<file path="src/rtl/ifetch.sv">
`default_nettype none
// ifetch -- instruction fetch unit: single-outstanding memory reads, 2-entry prefetch FIFO, redirect and halt
// Revision: 1.0
module ifetch #(
    parameter int AW = 8,
    parameter int IW = 16
) (
    input  logic          clk,
    input  logic          rst,
    output logic          im_req,
    output logic [AW-1:0] im_addr,
    input  logic          im_ack,
    input  logic [IW-1:0] im_rdata,
    output logic [IW-1:0] o,
    output logic          ov,
    input  logic          ordy,
    output logic [AW-1:0] opc,
    input  logic          pcwe,
    input  logic [AW-1:0] npc,
    input  logic          h,
    output logic          halted
);

    typedef enum logic [1:0] {
        S_IDLE = 2'd0,
        S_BUSY = 2'd1,
        S_DROP = 2'd2
    } mstate_e;

    mstate_e       state_q, state_d;
    logic [AW-1:0] fpc_q, fpc_d;
    logic [1:0]    cnt_q, cnt_d;
    logic          rd_ptr_q, rd_ptr_d;
    logic          halted_q, halted_d;

    logic [AW-1:0] addr_q [2];
    logic [IW-1:0] word_q [2];

    logic busy;
    logic issue;
    logic ack;
    logic pop;
    logic push;
    logic wr_idx;

    assign busy = (state_q != S_IDLE);

    // An outstanding request is held until its ack; a new one needs a free FIFO slot
    assign im_req  = !rst && (busy || (!halted_q && !pcwe && ((cnt_q + {1'b0, busy}) < 2'd2)));
    assign im_addr = fpc_q;

    assign issue  = im_req && !busy;
    assign ack    = im_ack && busy;
    assign ov     = (cnt_q != 2'd0) && !halted_q;
    assign pop    = ov && ordy;
    assign push   = ack && (state_q == S_BUSY) && !pcwe && !halted_q;
    assign wr_idx = rd_ptr_q ^ cnt_q[0];

    assign o      = ov ? word_q[rd_ptr_q] : '0;
    assign opc    = ov ? addr_q[rd_ptr_q] : '0;
    assign halted = halted_q;

    always_ff @(posedge clk or posedge rst) begin
        if (rst) begin
            state_q <= S_IDLE;
        end else begin
            state_q <= state_d;
        end
    end

    always_comb begin
        state_d = state_q;
        case (state_q)
            S_IDLE: if (issue) state_d = S_BUSY;
            S_BUSY: begin
                if (ack) begin
                    state_d = S_IDLE;
                end else if (pcwe) begin
                    state_d = S_DROP;
                end
            end
            S_DROP: if (ack) state_d = S_IDLE;
            default: state_d = S_IDLE;
        endcase
    end

    // A redirect flushes the FIFO and overrides any simultaneous push or pop
    always_comb begin
        fpc_d    = fpc_q;
        cnt_d    = cnt_q;
        rd_ptr_d = rd_ptr_q;
        halted_d = halted_q | (h & pop);
        if (pcwe) begin
            fpc_d = npc;
            cnt_d = 2'd0;
        end else begin
            if (push) begin
                fpc_d = fpc_q + {{(AW-1){1'b0}}, 1'b1};
            end
            if (pop) begin
                rd_ptr_d = ~rd_ptr_q;
            end
            case ({push, pop})
                2'b10:   cnt_d = cnt_q + 2'd1;
                2'b01:   cnt_d = cnt_q - 2'd1;
                default: cnt_d = cnt_q;
            endcase
        end
    end

    always_ff @(posedge clk or posedge rst) begin
        if (rst) begin
            fpc_q    <= '0;
            cnt_q    <= 2'd0;
            rd_ptr_q <= 1'b0;
            halted_q <= 1'b0;
        end else begin
            fpc_q    <= fpc_d;
            cnt_q    <= cnt_d;
            rd_ptr_q <= rd_ptr_d;
            halted_q <= halted_d;
        end
    end

    always_ff @(posedge clk) begin
        if (push) begin
            addr_q[wr_idx] <= fpc_q;
            word_q[wr_idx] <= im_rdata;
        end
    end

endmodule
`default_nettype wire

</file>
<file path="config.mk">
export PLATFORM = sky130hd
export DESIGN_NAME = ifetch
export DESIGN_NICKNAME = d
export VERILOG_FILES = /design/src/rtl/ifetch.sv
export SDC_FILE = /design/constraint.sdc
export NUM_CORES = 1
export LEC_CHECK = 0
export BUFFER_PORTS_ARGS = -buffer_cell sky130_fd_sc_hd__buf_2
export CAP_MARGIN = 15
export CORE_MARGIN = 5
export CORE_UTILIZATION = 47
export DETAILED_ROUTE_END_ITERATION = 10
export PLACE_DENSITY = 0.77
export SYNTH_ARGS = -nofsm -noshare
export SYNTH_HDL_FRONTEND = slang
export SYNTH_SLANG_ARGS = --single-unit
</file>
<file path="constraint.sdc">
create_clock -name clk -period 3 [get_ports clk]
set_input_delay 0.15 -clock clk [delete_from_list [all_inputs] [get_ports clk]]
set_output_delay 0.15 -clock clk [all_outputs]
set_load 0.005 [all_outputs]
</file>
=== Word-level counts from Yosys, hierarchy flattened ===
Memories as Yosys holds them, arrays and structs flattened.
Cells that the tools add are included.

* Flip-flop bits (word level): 14
* RAM bits: 48
* Word-level logic and storage cells: 59
* Memories: 2

{| class="wikitable"
|+ Memory list
! memory !! words !! bits a word !! read ports !! clocked after Yosys merged registers in !! wr ports !! line !! text
|-
| word_q || 2 || 16 || 1 || 0 || 1 || 37 || <nowiki>logic [IW-1:0] word_q [2];</nowiki>
|-
| addr_q || 2 || 8 || 1 || 0 || 1 || 36 || <nowiki>logic [AW-1:0] addr_q [2];</nowiki>
|}

* Add/sub/neg operators: 4
* Magnitude comparators: 1
* Equality and inequality tests: 7
* Multiplexer cells: 13
* Bitwise logic cells: 5
* Reduce and logical (&&, ||, !) cells: 22

{| class="wikitable"
|+ Operator list
! operator !! count
|-
| $mux 8 || 3
|-
| $mux 16 || 1
|-
| $logic_and 1x1->1 || 10
|-
| $mux 2 || 5
|-
| $add 8x1->8 const B || 1
|-
| $pmux 2 s3 || 1
|-
| $reduce_bool 2->1 || 3
|-
| $eq 2x1->1 const B || 2
|-
| $eq 2x2->1 const B || 2
|-
| $logic_not 1->1 || 4
|-
| $ne 2x2->1 const B || 2
|-
| $pmux 2 s2 || 1
|-
| $ne 3x3->1 const B || 1
|-
| $reduce_and 3->1 || 1
|-
| $reduce_bool 3->1 || 1
|-
| $add 2x1->2 || 1
|-
| $add 2x1->2 const B || 1
|-
| $logic_not 2->1 || 1
|-
| $lt 2x2->1 const B || 1
|-
| $mux 1 || 2
|-
| $not 1->1 || 2
|-
| $reduce_and 2->1 || 1
|-
| $sub 2x1->2 const B || 1
|-
| $and 1x1->1 || 1
|-
| other kinds (3) || 3
|}

=== Depth between registers and ports, before layout ===
* Depth in word-level cells: 9
* Mapped depth: 5
* Gate-level depth less buffers: 4

=== Least setup slack after synthesis ===
Ideal clock, no wire load.

* Path kind: register to register
* From: register halted_q (netlist: halted)
* To: memory addr_q[1][0], enable pin
* Setup time: 440 ps
* Data arrival time: 2,757 ps
* Required time: 2,560 ps
* Setup slack: -197 ps
* Cell stages (with the launch flop): 5
* Period minus slack after synthesis: 3,197 ps
* Cells stage by stage: dfrtp_1 buf_6 nand4bb_1 buf_2 nor3b_1

* Cells in the longest elaborated chain, start to end: 4

{| class="wikitable"
|+ RTL lines
! item !! line !! text
|-
| start: declaration || 34 || <nowiki>logic halted_q, halted_d;</nowiki>
|-
| start signal: assignment || 121 || <nowiki>halted_q <= halted_d;</nowiki>
|-
| $logic_not 1->1 || 56 || <nowiki>assign push = ack && (state_q == S_BUSY) && !pcwe && !halted_q;</nowiki>
|-
| $logic_and 1x1->1 || 56 ||
|-
| $mux 1 || 126 || <nowiki>if (push) begin</nowiki>
|-
| $mux 1 (implied by the code) || 127 || <nowiki>addr_q[wr_idx] <= fpc_q;</nowiki>
|-
| end: declaration || 36 ||
|}

No other way between the ends.

=== Worst setup path after layout ===
* From: register halted_q (netlist: halted)
* To: memory word_q[1][4], enable pin

* Cells in the longest elaborated chain, start to end: 4

{| class="wikitable"
|+ RTL lines
! item !! line !! text
|-
| $logic_not 1->1 || 56 ||
|-
| $logic_and 1x1->1 || 56 ||
|-
| $mux 1 || 126 ||
|-
| $mux 1 (implied by the code) || 128 || <nowiki>word_q[wr_idx] <= im_rdata;</nowiki>
|-
| end: declaration || 37 ||
|}

No other way between the ends.

==> results.json <==
{
  "outcome": "finished clean",
  "antenna_found_initial": 0,
  "dieArea_mm2": 0.007219,
  "grt_pass1_vias": 1876,
  "clock-sinks": 62,
  "synth_area_per_cell_um2": 13.48,
  "vias_per_cell": 5.192,
  "die_width_um": 84.97,
  "maxCapViolCount": 0,
  "ys_types": 35,
  "crit_arrival_ps": 1750,
  "final_nets": 308,
  "cts_tree": "yes",
  "fin_setup_tns_ps": 0,
  "r2r_cells": 4,
  "initial_core_util_pct": 48.26,
  "initialDrtViolationCount": 64,
  "route.final.wire_length_um": 5166,
  "synth_most_common_cell": "edfxtp_1",
  "r2r-end": "word_q[1][4]",
  "worstSetupStartpointType": "register",
  "row_count": 27,
  "yosysWarnings": 0,
  "r2r_slack_ps": 1250,
  "hpwl_um": 3406,
  "highest_layer": "met4",
  "gp_congestion": 0.7751,
  "h-tree-depth": 3,
  "cp-end-kind": "register",
  "diodes": 0,
  "gr-usage-all-layers_pct": 15.32,
  "fin_crit_ps": 1754,
  "worst_slew_pin_slew_ps": 546.9,
  "pre_cts_slack_ps": 1158,
  "leakagePower_nw": 1.399,
  "path_cells": "nand4bb_1 -> buf_4 -> nor3b_4 -> buf_4",
  "wl_met1_um": 2218,
  "syn-cell-area_mm2": 0.002641,
  "path_clk_slew_ps": 70,
  "async_flop_share_pct": 22.58,
  "synth-main-ff-cell": "edfxtp_1",
  "seq_area_frac_synth_pct": 67.84,
  "slew_headroom_pct": 63.50,
  "hold_path.class": "in2reg",
  "cts_buffer_depth": 2,
  "grt_pass1_wl_um": 8645,
  "min_from": "im_rdata[11]",
  "dr_wl_met3_um": 380,
  "n_fill_cell": 469,
  "num_vias": 1838,
  "synth_cells": 196,
  "hold_viol": 0,
  "peakVddDrop_uv": 355.9,
  "die_h_um": 84.97,
  "slew_violations": 0,
  "firstDrtPassIters": 4,
  "crit_top_cell": "buf_4",
  "insertion_delay_ps": 330,
  "hold_depth": 1,
  "synthTopCellsByArea": "edfxtp_1, dfrtp_1, mux2i_1",
  "cts_buffers": 9,
  "overflow": 0,
  "io_pins": 65,
  "syn_to_final_growth_pct": 27.95,
  "synth_edf_count": 48,
  "rsz0062_at_grt": "no",
  "drcViolationCount": 0,
  "ant_nets": 0,
  "netlist.area_leader.share_pct": 54.57,
  "port_buffers": 64,
  "synth_largest_area_cell": "edfxtp_1",
  "worstPathRequired_ps": 3000,
  "fin_worst_skew_ps": 5.209,
  "syn_nets": 227,
  "postCtsSetupRepairBufs": 0,
  "clock.fmax_mhz": 570.1,
  "avgRoutedWirePerCell_um": 14.59,
  "setup_viol": 0,
  "hold_end": "word_q[1][11]",
  "critical_path_class": "reg2reg",
  "ys_top_cells_by_count": "edfxtp_1, nor2_1, mux2i_1, dfrtp_1, nand2_1",
  "grt_max_degree": 27,
  "crit_family": "buffers and inverters",
  "p_per_area_mw_per_mm2": 636.1,
  "setup_ws_ps": 1246,
  "yosys_register_bits": 62,
  "cts-root-buf": "clkbuf_8",
  "wl_met2_um": 2472,
  "cp_slowest_cell": "dfrtp_1",
  "drive_gt1_share_pct": 31.56,
  "fin_crit_sh_pct": 58.47,
  "crit_path_max_fanout": 24,
  "r2r-start": "halted",
  "critPathLaunch": "halted",
  "fp.coreArea_mm2": 0.005473,
  "total_power_w": 0.002150,
  "cp.buffers_inverters": 2,
  "max_stage_delay_ps": 480
}
-- what timing repair did --
action	in CTS	in global routing
gates resized for setup	0	0
endpoints found under the hold margin	32	0
hold buffers	11	0
-- flip-flops by register name (all words and copies together) (netlist names) --
register and flops:
im_addr 8, halted 1, addr_q 16, rd_ptr_q 1
cnt_q 2, state_q 2, word_q 32
-- how the worst max path moves through the flow --
stage | endpoint | slack (ps) | cells past startpoint
2_1_floorplan | addr_q[1][0] | 650 | 4
3_3_place_gp | halted | 1210 | 3
3_5_place_dp | halted | 1160 | 3
4_1_cts | opc[3] | 820 | 3
5_1_grt | opc[3] | 1150 | 4
6_report | word_q[1][4] | 1250 | 4
-- cells in the final DEF, fill, tap and decap left out, drive strengths merged, types with 6 or more instances in the layout --
cell / synthesis / final
nor2: 31 / 31
buf: 5 / 69
dfrtp: 14 / 14
edfxtp: 48 / 48
or4: 6 / 6
dlygate4sd3: 0 / 11
nand2: 10 / 10
clkbuf: 5 / 9
mux2i: 26 / 26
inv: 5 / 6
-- cells by family after synthesis --
kind of cell	Yosys count	share of synthesized area (%)
DFF	62	67.84
and+or+nand+nor	67	12.27
buffers and inverters	16	2.748
xor gates and xnor gates	3	0.9950
muxes	27	10.28
adders and majority gates	1	0.4736
AOI/OAI and AO/OA	20	5.400
-- per-stage QoR --
| step | hold slack, ps | area (um2) | utilization, % | std cells |
|---|---|---|---|---|
| after floorplan | 39.22 | 2651 | - | 196 |
| after global placement | 250.5 | 3054 | 55.81 | 326 |
| after detailed placement | 246.9 | 3054 | 55.81 | 326 |
| after global routing | 0.7383 | 3379 | 61.75 | 354 |
| final | 13.42 | 3379 | 61.75 | 354 |
| after CTS | 0.001610 | 3352 | 61.25 | 353 |
-- routing by layer --
layer / vias to the layer above / track usage [%]
met2: 62 / 23.80
met4: 0 / 6.763
met5: - / 0
met1: 875 / 19.62
li1: 892 / -
met3: 9 / 4.951
-- area by class of cell --
| cell class | count | area [um2] | area share [%] |
|---|---|---|---|
| clock inverter | 7 | 63.81 | 1.888 |
| multi-input combinational | 118 | 799.5 | 23.66 |
| sequential | 62 | 1792 | 53.02 |
| clock buffer | 9 | 123.9 | 3.665 |
| inverter | 6 | 22.52 | 0.6664 |
| timing repair buffer | 80 | 488.0 | 14.44 |
| tap | 72 | 90.09 | 2.666 |
-- power by group --
part / switching (W) / total [W] / internal (W)
Sequential: 0.0000546 / 0.00103 / 0.000978
Combinational: 0.000214 / 0.000430 / 0.000215
Clock: 0.000310 / 0.000687 / 0.000377
No activity file was read; power rests on OpenSTA's default activity.
